<file path="config.mk">
export PLATFORM = sky130hd
export DESIGN_NAME = ps2_key_mapper
export DESIGN_NICKNAME = d
export VERILOG_FILES = /design/src/rtl/ps2_pkg.sv /design/src/rtl/ps2_prefix_fsm.sv /design/src/rtl/ps2_key_mapper.sv
export SDC_FILE = /design/constraint.sdc
export NUM_CORES = 1
export LEC_CHECK = 0
export BUFFER_PORTS_ARGS = -buffer_cell sky130_fd_sc_hd__buf_2
export CORE_MARGIN = 2
export CORE_UTILIZATION = 25
export DETAILED_ROUTE_END_ITERATION = 8
export GPL_TIMING_DRIVEN = 0
export SLEW_MARGIN = 20
export SYNTH_ARGS = -nofsm -noshare
export SYNTH_HDL_FRONTEND = slang
export SYNTH_SLANG_ARGS = --single-unit
</file>
<file path="constraint.sdc">
create_clock -name CLK -period 5.8 [get_ports CLK]
set_input_delay 0.29 -clock CLK [delete_from_list [all_inputs] [get_ports CLK]]
set_output_delay 0.29 -clock CLK [all_outputs]
set_load 0.01 [all_outputs]
</file>
<file path="src/rtl/ps2_pkg.sv">
// Shared types and byte constants for the PS/2 set-2 key mapper.
// A byte is either a prefix, an error code, an ignored host-protocol code, or a key code.
package ps2_pkg;

  typedef enum logic [1:0] {
    ST_IDLE    = 2'd0,
    ST_EXT     = 2'd1,
    ST_BRK     = 2'd2,
    ST_EXT_BRK = 2'd3
  } ps2_state_e;

  localparam logic [7:0] PFX_EXT     = 8'hE0;
  localparam logic [7:0] PFX_BRK     = 8'hF0;
  localparam logic [7:0] CODE_ERR_LO = 8'h00;
  localparam logic [7:0] CODE_ERR_HI = 8'hFF;
  localparam logic [7:0] CODE_ACK    = 8'hFA;
  localparam logic [7:0] CODE_BAT_OK = 8'hAA;
  localparam logic [7:0] CODE_RESEND = 8'hFE;
  localparam logic [7:0] CODE_ECHO   = 8'hEE;

  // Key index within a player's group of four.
  localparam int DIR_RIGHT = 0;
  localparam int DIR_LEFT  = 1;
  localparam int DIR_DOWN  = 2;
  localparam int DIR_UP    = 3;

  function automatic logic is_err_code(input logic [7:0] b);
    return (b == CODE_ERR_LO) || (b == CODE_ERR_HI);
  endfunction

  function automatic logic is_ignored_code(input logic [7:0] b);
    return (b == CODE_ACK) || (b == CODE_BAT_OK) || (b == CODE_RESEND) || (b == CODE_ECHO);
  endfunction

endpackage

</file>
<file path="src/rtl/ps2_prefix_fsm.sv">
// Turns the raw PS/2 byte stream into make/break events with a 9-bit code (bit8 = E0-extended).
// state      | meaning
// ST_IDLE    | no prefix pending
// ST_EXT     | E0 seen, waiting for code or F0
// ST_BRK     | F0 seen, next byte is a break code
// ST_EXT_BRK | E0 F0 seen, next byte is an extended break code
module ps2_prefix_fsm
  import ps2_pkg::*;
(
  input  logic       CLK,
  input  logic       RSTn,
  input  logic       clear,
  input  logic [7:0] DATA_IN,
  input  logic       DATA_VALID,
  output logic       evt_valid,
  output logic       evt_make,
  output logic [8:0] evt_code,
  output logic       err
);

  ps2_state_e state, state_nxt;

  always_ff @(posedge CLK) begin
    if (!RSTn)
      state <= ST_IDLE;
    else if (clear)
      state <= ST_IDLE;
    else
      state <= state_nxt;
  end

  always_comb begin
    state_nxt = state;
    evt_valid = 1'b0;
    evt_make  = 1'b0;
    evt_code  = {1'b0, DATA_IN};
    err       = 1'b0;
    if (DATA_VALID) begin
      if (is_err_code(DATA_IN)) begin
        err       = 1'b1;
        state_nxt = ST_IDLE;
      end else begin
        case (state)
          ST_IDLE: begin
            if (DATA_IN == PFX_EXT)
              state_nxt = ST_EXT;
            else if (DATA_IN == PFX_BRK)
              state_nxt = ST_BRK;
            else if (!is_ignored_code(DATA_IN)) begin
              evt_valid = 1'b1;
              evt_make  = 1'b1;
            end
          end
          ST_EXT: begin
            if (DATA_IN == PFX_BRK)
              state_nxt = ST_EXT_BRK;
            else if (DATA_IN != PFX_EXT) begin
              evt_valid = 1'b1;
              evt_make  = 1'b1;
              evt_code  = {1'b1, DATA_IN};
              state_nxt = ST_IDLE;
            end
          end
          ST_BRK: begin
            evt_valid = 1'b1;
            state_nxt = ST_IDLE;
          end
          ST_EXT_BRK: begin
            evt_valid = 1'b1;
            evt_code  = {1'b1, DATA_IN};
            state_nxt = ST_IDLE;
          end
          default: state_nxt = ST_IDLE;
        endcase
      end
    end
  end

endmodule

</file>
<file path="src/rtl/ps2_key_mapper.sv">
// Maps PS/2 make/break events onto N players x 4 direction keys as active-low held levels,
// with a press pulse, an any-key flag, protocol-error flag and an optional idle watchdog.
module ps2_key_mapper
  import ps2_pkg::*;
#(
  parameter int                         NUM_PLAYERS    = 2,
  parameter logic [36*NUM_PLAYERS-1:0]  KEYMAP         = {9'h175, 9'h172, 9'h16B, 9'h174,
                                                          9'h01D, 9'h01B, 9'h01C, 9'h023},
  parameter int                         TIMEOUT_CYCLES = 0
) (
  input  logic                       CLK,
  input  logic                       RSTn,
  input  logic [7:0]                 DATA_IN,
  input  logic                       DATA_VALID,
  output logic [4*NUM_PLAYERS-1:0]   KEY_N,
  output logic [4*NUM_PLAYERS-1:0]   KEY_PULSE,
  output logic                       ANY_KEY,
  output logic                       SEQ_ERR
);

  localparam int NK = 4 * NUM_PLAYERS;

  logic          evt_valid;
  logic          evt_make;
  logic [8:0]    evt_code;
  logic          err;
  logic          expire;
  logic [NK-1:0] key_n_nxt;
  logic [NK-1:0] pulse_nxt;

  ps2_prefix_fsm u_fsm (
    .CLK        (CLK),
    .RSTn       (RSTn),
    .clear      (expire),
    .DATA_IN    (DATA_IN),
    .DATA_VALID (DATA_VALID),
    .evt_valid  (evt_valid),
    .evt_make   (evt_make),
    .evt_code   (evt_code),
    .err        (err)
  );

  // Expiry is only possible on a cycle without a byte, so an arriving byte always wins.
  if (TIMEOUT_CYCLES > 0) begin : g_wdog
    localparam int CW = $clog2(TIMEOUT_CYCLES + 1);
    logic [CW-1:0] idle_cnt;

    always_ff @(posedge CLK) begin
      if (!RSTn)
        idle_cnt <= '0;
      else if (DATA_VALID)
        idle_cnt <= '0;
      else if (idle_cnt != CW'(TIMEOUT_CYCLES))
        idle_cnt <= idle_cnt + 1'b1;
    end

    assign expire = !DATA_VALID && (idle_cnt >= CW'(TIMEOUT_CYCLES - 1));
  end else begin : g_no_wdog
    assign expire = 1'b0;
  end

  always_comb begin
    key_n_nxt = KEY_N;
    pulse_nxt = '0;
    if (err || expire) begin
      key_n_nxt = '1;
    end else if (evt_valid) begin
      for (int i = 0; i < NK; i++) begin
        if (evt_code == KEYMAP[9*i+8 -: 9]) begin
          if (!evt_make)
            key_n_nxt[i] = 1'b1;
          else if (KEY_N[i]) begin
            key_n_nxt[i] = 1'b0;
            pulse_nxt[i] = 1'b1;
          end
        end
      end
    end
  end

  always_ff @(posedge CLK) begin
    if (!RSTn) begin
      KEY_N     <= '1;
      KEY_PULSE <= '0;
      ANY_KEY   <= 1'b0;
      SEQ_ERR   <= 1'b0;
    end else begin
      KEY_N     <= key_n_nxt;
      KEY_PULSE <= pulse_nxt;
      ANY_KEY   <= ~&key_n_nxt;
      SEQ_ERR   <= err;
    end
  end

endmodule
</file>
==> impl_summary.txt <==
----------------------------------------------------
[Final layout]
  Antenna fix cells ... 0
  Final cell area excluding filler cells ... 0.00138 mm²
  Fraction of layout instances using a drive strength above 1 ... 0.281
  Final #Nets ... 179
  Area growth from synthesis to layout ... 24.5%
  Final Instance Count excl. Fillers ... 219

[Power]
  Leakage power figure ... 0.574 nW
  Pwr/cell area ... 220 mW/mm²
  Worst VDD drop ... 0.109 mV

[STA]
  Unrepaired setup endpoints after global routing ... no
  Minimum clock period ... 2.32 ns
  Final Setup Violations ... 0
  Post-Route Setup TNS ... 0 ns
  Clock skew ... 0.00182 ns
  Top achievable clock speed ... 431 MHz
  Relative slew slack ... 0.496
  Actual transition at the worst max-transition pin ... 0.749 ns
  Number of endpoints with negative hold slack in the final report ... 0
  Final number of max-transition violations ... 0
  Fin crit share ... 0.400

[Route]
  Antenna Nets Post-Route ... 0
  Residual DRC count ... 0
  Detail Route met3 WL ... 149 µm
  DRT Pass-1 Iters ... 4
  Vias after detailed routing ... 1,075
  Total wire length ... 2730 µm
  Length of routed met2 wiring ... 1240 µm
  Mean number of vias per cell ... 4.91
  Initial DRC count ... 33
  WL met1 ... 1310 µm
  Highest metal used ... met4
  Routed wirelength normalized by instance count ... 12.5 µm

[Logic synthesis]
  Mapped Nets ... 147
  Post-Synthesis Cells ... 136
  Area of the mapped netlist ... 0.00111 mm²
  Part of the Yosys area used for sequential elements ... 0.362
  Flip-flop and latch count after synthesis ... 20
  Most used DFF post-synth ... dfxtp_1
  Mean cell area of the mapped netlist ... 8.14 µm²
  Synth async-reset ratio ... 0
  Number of unique standard cell types used by synthesis ... 39
  EDFF count, synth ... 0
  Yosys warnings ... 0

[Worst hold path]
  Hold path start ... RSTn
  Worst hold-check path type ... in2reg

[Setup path]
  Arrival time of data at the critical path endpoint ... 2.46 ns
  Endpoint class of the critical path ... flip-flop
  Worst R2R End ... ANY_KEY
  Crit-path leading delay family ... simple AND/OR/NAND/NOR gates
  Critical Path Stages ... 6
  Register-to-register setup slack ... 3.48 ns
  Required time of the worst setup path ... 5.94 ns
  First element of the critical path ... u_fsm.state[0]
  Master of the slowest instance on the critical path ... nor4_1
  Largest stage delay, worst path ... 0.68 ns
  Capture point of the worst path ... ANY_KEY
  Startpoint of the most critical register-to-register path ... u_fsm.state[0]
  Cells on worst reg2reg path ... 6
  Startpoint type of the worst setup path ... flip-flop
  CP max FO ... 8
  Most used cell, CP ... o21ai_0
  Ordered cell list for the critical path ... nand4b_1 > nor4_1 > a21boi_0 > o21ai_0 > o21ai_0 > o41a_1
  Critical path type ... reg2reg
  Count of buffer and inverter cells on the critical path ... 0

[Flow run]
  Max-cap violation count ... 0

[Placed design]
  Total of buffers placed on input and output ports ... 27
  Post-DP HPWL ... 2100 µm
  Final RePlAce weighted congestion ... 0.803
  Number of cells after detailed placement ... 215
  Area after DPL ... 0.00131 mm²

[Clock network]
  H-tree level count ... 1
  Maximum buffer depth of the clock tree ... 2
  Clock slew at reported path FFs ... 0.07 ns
  Hold bufs inserted after CTS ... 0
  CTS tree ... done
  TritonCTS Buffers ... 3
  Number of setup buffers added after CTS ... 0
  # clock sinks ... 20
  Number of gates resized after cts ... 0
  Insertion delay to the later sink of the worst-skew pair ... 0.26 ns
  Root buffer selected by CTS ... clkbuf_8

[Floorplanning]
  Core area ... 0.00432 mm²
  Vertical die dimension ... 70.6 µm
  Top-Level Pins ... 29
  Die footprint ... 0.00498 mm²
  Std cell rows ... 24
  DIE WIDTH ... 70.6 µm
  Initial standard-cell utilization of the core ... 0.256

[Global routing]
  Total grt overflow ... 0
  Via count of the first global-routing pass ... 969
  Initial antenna violation count ... 0
  Largest net degree at the start of global routing ... 13
  First-pass GRT wire length ... 4650 µm
  Gr usage total ... 0.115

[Outcome]
  Result of the run ... completed

----------------------------------------------------
kinds of logic (layout without fill, tap and decap cells):
family	Yosys count	in the layout	synth area share
buffers and inverters	9	40	0.0508
multiplexers	3	3	0.0294
flip-flops	20	20	0.362
AND/OR/NAND/NOR	79	79	0.398
AO/OA/AOI/OAI	25	25	0.160
worst min path at each step:
stage,cells after the start,endpoint,slack [ns]
finish,2,KEY_N[1],0.27
global route,2,KEY_N[1],0.27
CTS,2,KEY_N[1],0.26
detailed placement,2,KEY_PULSE[2],0.47
global placement,2,KEY_PULSE[2],0.47
floorplan,1,KEY_N[0],0.35
worst reg2reg max path: cells and delay by family, from the launching register on:
kind	cells	cell delay, ns
AND/OR/NAND/NOR	2	0.91
flip-flops	1	0.47
AO/OA/AOI/OAI	4	0.83
Yosys cell counts, types with 2 or more instances:
master    count  share of area
a21boi_0      2          0.014
o211ai_1      3          0.020
inv_1         5          0.017
nand3_1       7          0.032
nand2_1      24          0.081
mux2_2        2          0.020
nor4_1        5          0.028
o21ai_0       9          0.041
and3_1        6          0.034
or4_1         2          0.014
nand2b_1      5          0.028
a21oi_1       4          0.018
nor3_1        3          0.014
and4_1        2          0.016
dfxtp_1      20           0.36
or2_2         2          0.011
nor2_1       12          0.041
nor4_2        2          0.023
per-layer routing:
| layer | track usage | up-vias |
|---|---|---|
| met5 | 0 | - |
| met2 | 0.181 | 25 |
| li1 | - | 555 |
| met4 | 0.0273 | 0 |
| met1 | 0.157 | 491 |
| met3 | 0.0328 | 4 |
where the power goes:
group,internal (mW),switching (mW),total [mW]
Sequential,0.138,0.000611,0.138
Clock,0.0920,0.0451,0.137
Combinational,0.0106,0.0179,0.0286
per-stage QoR:
stage | setup slack [ns] | total power [mW] | util | hold WS [ns]
2_1_floorplan | 3.77 | 0.158 | - | 0.352
3_3_place_gp | 3.45 | 0.170 | 0.302 | 0.475
3_5_place_dp | 3.45 | 0.170 | 0.302 | 0.471
4_1_cts | 3.48 | 0.308 | 0.319 | 0.262
5_1_grt | 3.22 | 0.317 | 0.319 | 0.268
6_report | 3.48 | 0.304 | 0.319 | 0.267
flip-flops by register name, indices dropped and copies added, names as in the netlist:
name	flops
KEY_N	8
KEY_PULSE	8
SEQ_ERR	1
ANY_KEY	1
u_fsm.state	2
cell type report:
type	instances	area [µm²]
Clock inverter	1	30.0
Tap cell	52	65.1
Clock buffer	3	41.3
Timing Repair Buffer	27	135
Sequential cell	20	400
Inverter	5	18.8
Multi-Input combinational cell	107	651
Fill cell	484	2950
Buffer	4	37.5
layout by cell type (no fill, tap or decap), types with 5 or more instances in the layout:
cell      count
buf_2        28
nand2_1      24
dfxtp_1      20
nor2_1       12
o21ai_0       9
nand3_1       7
and3_1        6
inv_1         5
nand2b_1      5
nor4_1        5
No activity file was read; power rests on OpenSTA's default activity.
